**config.mk**
```make
export PLATFORM = sky130hd
export DESIGN_NAME = instr_fetch_unit
export DESIGN_NICKNAME = d
export VERILOG_FILES = /design/src/rtl/riscv_pkg.sv /design/src/rtl/fetch_buf_fifo.sv /design/src/rtl/instr_fetch_unit.sv
export SDC_FILE = /design/constraint.sdc
export NUM_CORES = 1
export LEC_CHECK = 0
export CAP_MARGIN = 40
export CORE_UTILIZATION = 40
export DETAILED_ROUTE_END_ITERATION = 8
export PLACE_DENSITY = 0.61
export SLEW_MARGIN = 0
export SYNTH_ARGS = -nofsm -noshare
export SYNTH_HDL_FRONTEND = slang
export SYNTH_SLANG_ARGS = --single-unit
export TNS_END_PERCENT = 50
```
**constraint.sdc**
```tcl
create_clock -name clk -period 14.7 [get_ports clk]
set_input_delay 2.94 -clock clk [delete_from_list [all_inputs] [get_ports clk]]
set_output_delay 2.94 -clock clk [all_outputs]
set_load 0.05 [all_outputs]
```
**src/rtl/riscv_pkg.sv**
```systemverilog
// rtl/riscv_pkg.sv - shared RISC-V widths, constants and fetch-path types
package riscv_pkg;

    localparam int XLEN = 64;
    localparam int ILEN = 32;
    localparam logic [ILEN-1:0] NOP_INSTR = 32'h0000_0013;
    localparam logic [XLEN-1:0] PC_STEP = 64'd4;

    typedef struct packed {
        logic [XLEN-1:0] pc;
        logic            kill;
    } trk_entry_t;

    typedef struct packed {
        logic [XLEN-1:0] pc;
        logic [ILEN-1:0] instr;
    } fetch_pkt_t;

    function automatic logic [XLEN-1:0] align_pc(input logic [XLEN-1:0] pc);
        return {pc[XLEN-1:2], 2'b00};
    endfunction

endpackage

```
**src/rtl/fetch_buf_fifo.sv**
```systemverilog
// rtl/fetch_buf_fifo.sv - synchronous FIFO with flush, head exposed from storage flops
module fetch_buf_fifo #(
    parameter int WIDTH = 8,
    parameter int DEPTH = 2,
    localparam int AW = $clog2(DEPTH),
    localparam int CW = $clog2(DEPTH + 1)
) (
    input  logic             clk,
    input  logic             reset,
    input  logic             flush,
    input  logic             push_valid,
    input  logic [WIDTH-1:0] push_data,
    input  logic             pop,
    output logic [WIDTH-1:0] head_data,
    output logic [CW-1:0]    count,
    output logic             empty
);

    logic [WIDTH-1:0] mem_q [DEPTH];
    logic [WIDTH-1:0] mem_d [DEPTH];
    logic [AW-1:0]    wr_ptr_q, wr_ptr_d;
    logic [AW-1:0]    rd_ptr_q, rd_ptr_d;
    logic [CW-1:0]    cnt_q, cnt_d;
    logic             full;
    logic             do_push;
    logic             do_pop;

    assign full      = (cnt_q == CW'(DEPTH));
    assign empty     = (cnt_q == '0);
    assign count     = cnt_q;
    assign head_data = mem_q[rd_ptr_q];
    assign do_push   = push_valid && !full;
    assign do_pop    = pop && !empty;

    // Flush discards everything, including a same-cycle push.
    always_comb begin
        mem_d    = mem_q;
        wr_ptr_d = wr_ptr_q;
        rd_ptr_d = rd_ptr_q;
        cnt_d    = cnt_q;
        if (flush) begin
            wr_ptr_d = '0;
            rd_ptr_d = '0;
            cnt_d    = '0;
        end else begin
            if (do_push) begin
                mem_d[wr_ptr_q] = push_data;
                wr_ptr_d        = wr_ptr_q + AW'(1);
            end
            if (do_pop) begin
                rd_ptr_d = rd_ptr_q + AW'(1);
            end
            cnt_d = cnt_q + CW'(do_push) - CW'(do_pop);
        end
    end

    always_ff @(posedge clk or posedge reset) begin
        if (reset) begin
            wr_ptr_q <= '0;
            rd_ptr_q <= '0;
            cnt_q    <= '0;
        end else begin
            wr_ptr_q <= wr_ptr_d;
            rd_ptr_q <= rd_ptr_d;
            cnt_q    <= cnt_d;
        end
    end

    always_ff @(posedge clk) begin
        mem_q <= mem_d;
    end

endmodule

```
**src/rtl/instr_fetch_unit.sv**
```systemverilog
// rtl/instr_fetch_unit.sv - fetch stage: PC, imem requests, kill-tracked in-flight queue, output buffer
module instr_fetch_unit
    import riscv_pkg::*;
#(
    parameter logic [63:0] RESET_PC        = 64'h0,
    parameter int          BUF_DEPTH       = 2,
    parameter int          MAX_OUTSTANDING = 2
) (
    input  logic        clk,
    input  logic        reset,
    output logic        imem_req,
    output logic [63:0] imem_addr,
    input  logic        imem_gnt,
    input  logic        imem_rvalid,
    input  logic [31:0] imem_rdata,
    input  logic        redirect_valid,
    input  logic [63:0] redirect_pc,
    input  logic        id_ready,
    output logic        id_valid,
    output logic [63:0] id_pc,
    output logic [31:0] id_instr
);

    localparam int TCW = $clog2(MAX_OUTSTANDING + 1);
    localparam int BCW = $clog2(BUF_DEPTH + 1);

    logic [XLEN-1:0] pc_q, pc_d;
    trk_entry_t      trk_q [MAX_OUTSTANDING];
    trk_entry_t      trk_d [MAX_OUTSTANDING];
    logic [TCW-1:0]  trk_cnt_q, trk_cnt_d;
    logic [TCW-1:0]  trk_cnt_mid;
    logic            trk_push;
    logic            trk_pop;

    logic [BCW-1:0]  buf_cnt;
    logic            buf_empty;
    logic            buf_push;
    fetch_pkt_t      buf_in;
    fetch_pkt_t      buf_head;

    // Credit: every issued request already owns a free output-buffer slot.
    assign imem_req  = !reset && !redirect_valid
                    && (trk_cnt_q < TCW'(MAX_OUTSTANDING))
                    && ((8'(trk_cnt_q) + 8'(buf_cnt)) < 8'(BUF_DEPTH));
    assign imem_addr = pc_q;
    assign trk_push  = imem_req && imem_gnt;
    assign trk_pop   = imem_rvalid && (trk_cnt_q != '0);

    always_comb begin
        pc_d = pc_q;
        if (redirect_valid) begin
            pc_d = align_pc(redirect_pc);
        end else if (trk_push) begin
            pc_d = pc_q + PC_STEP;
        end
    end

    // Tracking queue is a shift register with the oldest request in slot 0.
    always_comb begin
        trk_d       = trk_q;
        trk_cnt_mid = trk_cnt_q - TCW'(trk_pop);
        if (trk_pop) begin
            for (int i = 0; i < MAX_OUTSTANDING - 1; i++) begin
                trk_d[i] = trk_q[i + 1];
            end
        end
        if (trk_push) begin
            for (int i = 0; i < MAX_OUTSTANDING; i++) begin
                if (TCW'(i) == trk_cnt_mid) begin
                    trk_d[i].pc   = pc_q;
                    trk_d[i].kill = 1'b0;
                end
            end
        end
        if (redirect_valid) begin
            for (int i = 0; i < MAX_OUTSTANDING; i++) begin
                trk_d[i].kill = 1'b1;
            end
        end
        trk_cnt_d = trk_cnt_mid + TCW'(trk_push);
    end

    always_ff @(posedge clk or posedge reset) begin
        if (reset) begin
            pc_q      <= RESET_PC;
            trk_cnt_q <= '0;
            for (int i = 0; i < MAX_OUTSTANDING; i++) begin
                trk_q[i] <= '0;
            end
        end else begin
            pc_q      <= pc_d;
            trk_cnt_q <= trk_cnt_d;
            trk_q     <= trk_d;
        end
    end

    assign buf_push     = trk_pop && !trk_q[0].kill && !redirect_valid;
    assign buf_in.pc    = trk_q[0].pc;
    assign buf_in.instr = imem_rdata;

    fetch_buf_fifo #(
        .WIDTH ($bits(fetch_pkt_t)),
        .DEPTH (BUF_DEPTH)
    ) u_out_buf (
        .clk        (clk),
        .reset      (reset),
        .flush      (redirect_valid),
        .push_valid (buf_push),
        .push_data  (buf_in),
        .pop        (id_valid && id_ready),
        .head_data  (buf_head),
        .count      (buf_cnt),
        .empty      (buf_empty)
    );

    assign id_valid = !buf_empty;
    assign id_pc    = id_valid ? buf_head.pc    : '0;
    assign id_instr = id_valid ? buf_head.instr : NOP_INSTR;

endmodule

```
==> metrics.md <==
| Metric | Value |
|---|---|
| Status | `completed` |
| Pre-CTS setup slack | `6.53 ns` |
| Slew Viols, Final | `0` |
| DIE AREA | `43400 µm²` |
| Placer Congestion | `0.835` |
| Post-CTS setup buffers | `0` |
| Synth Area in Simple Gates | `12.9%` |
| Synthesized area per cell | `12.4 µm²` |
| Clock power frac | `24.5%` |
| Post-synthesis async set-or-reset flop share | `50.5%` |
| Number of cells in the finished layout apart from fillers | `2180` |
| Worst-path clk slew | `0.06 ns` |
| DR pass1 iterations | `5` |
| TritonCTS Sinks | `388` |
| Final TNS setup | `0 ns` |
| Worst-skew pair later-pin latency | `0.56 ns` |
| Critical path endpoint category | `output pin` |
| Comb pwr share | `38.4%` |
| Hold WC Path Type | `flop to flop` |
| DRT met1 WL | `20400 µm` |
| Global-route wire length before repair | `69600 µm` |
| Post-synthesis mux area share | `13.9%` |
| Layout cell share with drive strength beyond 1 | `10.3%` |
| Area delta synth->final | `26.7%` |
| FILL cells | `3693` |
| Top FF cell, synth | `dfrtp_1` |
| Mapped Cells | `1369` |
| Worst Path Max Fanout | `3` |
| Worst Path Required | `11.76 ns` |
| Worst VDD drop | `0.0967 mV` |
| Post-CTS Hold Fix Bufs | `0` |
| Hold Vio Cnt, Final | `0` |
| Period utilization | `55.3%` |
| Final wirelength | `45100 µm` |
| Mapped Area | `17000 µm²` |
| MaxCap Viol Count | `0` |
| Synth Register Bits | `388` |
| Root Driver | `clkbuf_16` |
| Total Routing Usage GR | `20.9%` |
| Compound-cell area share of the yosys netlist | `6.86%` |
| Synth top area cells | `edfxtp_1 (34%), dfrtp_1 (29%), mux2i_1 (9.7%), mux2_2 (4.2%), nor2_1 (4.1%)` |
| Critical path class | `input port to output pin` |
| Sw power | `0.00162 W` |
| Initial antenna violation count | `4` |
| DRC | `0` |
| Grt ovf | `0` |
| Detailed router's first-iteration violation count | `851` |
| Warnings from Yosys | `0` |
| Area taken by multi-input logic gates | `5940 µm²` |
| Hpwl dp | `29500 µm` |
| Mean routed wirelength per cell | `20.7 µm` |
| Clock buffer depth | `3` |
| Final ANT Viol Nets | `0` |
| Worst slew margin | `35.9%` |
| Vias/cell | `5.41` |
| Post-CTS Resized | `0` |
| I/O pins | `264` |
| Top Metal Used | `met5` |
| Largest net degree at the start of global routing | `79` |
| Largest area contributor in the synthesized netlist | `edfxtp_1` |
| Worst-margin pin slew | `0.952 ns` |
| Register area | `10700 µm²` |
| Commonest cells in the netlist | `dfrtp_1 (196), edfxtp_1 (192), nor2_1 (187), mux2i_1 (165), nand2_1 (73)` |
| Die Wd | `208 µm` |
| Sequential power share | `37.1%` |
| Startpoint types | `input port` |
| Clk_skew | `0.0187 ns` |
| Crit path DAT | `5.19 ns` |
| Setup-failing EPs final | `0` |
| Most common cell in the netlist | `dfrtp_1` |
| Power Dens Cells | `193 nW/µm²` |
| Distinct cell type count after synthesis | `61` |
| Int Power | `0.00254 W` |
| Vias | `11800` |
| H-tree depth | `2` |
| Seq/Total Area, Yosys | `62.6%` |
| WL met2 | `21100 µm` |
| Std cell rows | `75` |
| XOR/XNOR Fraction of Synth Area | `0.463%` |
| Die height | `208 µm` |
| Synth top area share | `33.8%` |
| LEAKAGE | `8.47 nW` |
| Starting density of the core | `40.6%` |
| Post-synthesis adder-cell area fraction | `0.411%` |
| CTS Buf Count | `44` |
| Fin worst setup slack | `6.57 ns` |
| Port bufs | `259` |
| CTS tree | `yes` |
| Met3 WL | `2540 µm` |
| RSZ-0062 raised after global routing | `no` |
| Tmin final | `8.13 ns` |
| Nets | `1712` |
| Fmax | `123 MHz` |
| Vias in the first global route | `11400` |
| Largest family of logic cells by synthesized area | `multiplexers` |
| EDFF count, synth | `192` |
| Placeable Area | `41900 µm²` |
| Switching Share | `38.9%` |
| Placed insts | `2098` |
power groups by stage:
stage               combinational (W)  sequential (W)  clock, W
finish                        0.00159         0.00154   0.00102
global route                  0.00169         0.00157   0.00109
CTS                           0.00162         0.00154   0.00105
detailed placement            0.00161         0.00156         0
global placement              0.00156         0.00158         0
floorplan                     0.00107         0.00155         0
cell type report:
cell class / count / share of cell area [%]
diodes: 2 / 0.0232
clock buffers: 70 / 5.79
clock inverters: 10 / 0.383
inverters: 23 / 0.435
multi-input cells: 864 / 27.5
flip-flops and latches: 388 / 49.4
well taps: 539 / 3.12
repair buffers: 284 / 13.3
metal layers:
metal	vias to the layer above	track usage (%)
met5	-	0
met4	4	7.10
met3	75	4.24
met2	337	32.9
met1	5863	28.9
li1	5518	-
sequential cells by signal, indices dropped and copies added, names as in the netlist:
register / flops
u_out_buf.mem_q: 192
buf_in: 64
trk_q: 64
imem_addr: 62
trk_cnt_q: 2
u_out_buf.count: 2
u_out_buf.rd_ptr_q: 1
u_out_buf.wr_ptr_q: 1
worst max-delay path: stages:
cell	delay (ns)
clkdlybuf4s50_1	0.59
or4_1	0.68
nor2_1	0.14
clkdlybuf4s50_1	0.84
cells by family after synthesis:
group                    after synthesis
XOR/XNOR                               9
AO/OA/AOI/OAI                        180
multiplexers                         229
other                                  1
adder cells (fa/ha/maj)                5
AND/OR/NAND/NOR                      439
flip-flops                           388
buffers and inverters                118
stage by stage:
stage / power (W) / hold WS, ns / area (µm²) / util, %
after floorplan: 0.00262 / 0.434 / 17000 / -
after global placement: 0.00314 / 0.445 / 20100 / 47.9
after detailed placement: 0.00318 / 0.457 / 20200 / 48.3
after CTS: 0.00421 / 0.469 / 21600 / 51.4
after global routing: 0.00435 / 0.483 / 21600 / 51.5
final: 0.00416 / 0.468 / 21600 / 51.5
final timing paths:
kind	start	to	slack (ns)	cells after the start
max reg2reg	u_out_buf.count[0]	imem_addr[58]	11.07	10
min reg2reg	buf_in[39]	u_out_buf.mem_q[39]	0.47	0
min	buf_in[39]	u_out_buf.mem_q[39]	0.47	0
min in group asynchronous	reset	trk_q[12]	3.00	2
max in group asynchronous	reset	trk_q[3]	10.19	5
max	reset	imem_req	6.57	4
cell usage in the layout, fill, tap and decap left out, types with 5 or more instances in the layout:
| master | count |
|---|---|
| o211ai_1 | 23 |
| clkdlybuf4s50_1 | 258 |
| nor2b_1 | 5 |
| nand2_1 | 71 |
| nor2_1 | 185 |
| o311ai_0 | 11 |
| a21oi_1 | 70 |
| clkbuf_1 | 22 |
| xor2_1 | 5 |
| mux2i_1 | 165 |
| a221o_1 | 11 |
| inv_1 | 22 |
| nor3_1 | 12 |
| or4_1 | 14 |
| dfrtp_1 | 195 |
| o21ai_0 | 25 |
| nand3_1 | 46 |
| and3_1 | 22 |
| edfxtp_1 | 192 |
| nand4_1 | 33 |
| mux2_2 | 64 |
| buf_4 | 16 |
| clkbuf_16 | 45 |
| a22oi_1 | 8 |
| and2_1 | 8 |
| a31oi_1 | 6 |
| nor4_1 | 13 |
Power figures use the tool's default switching activity.
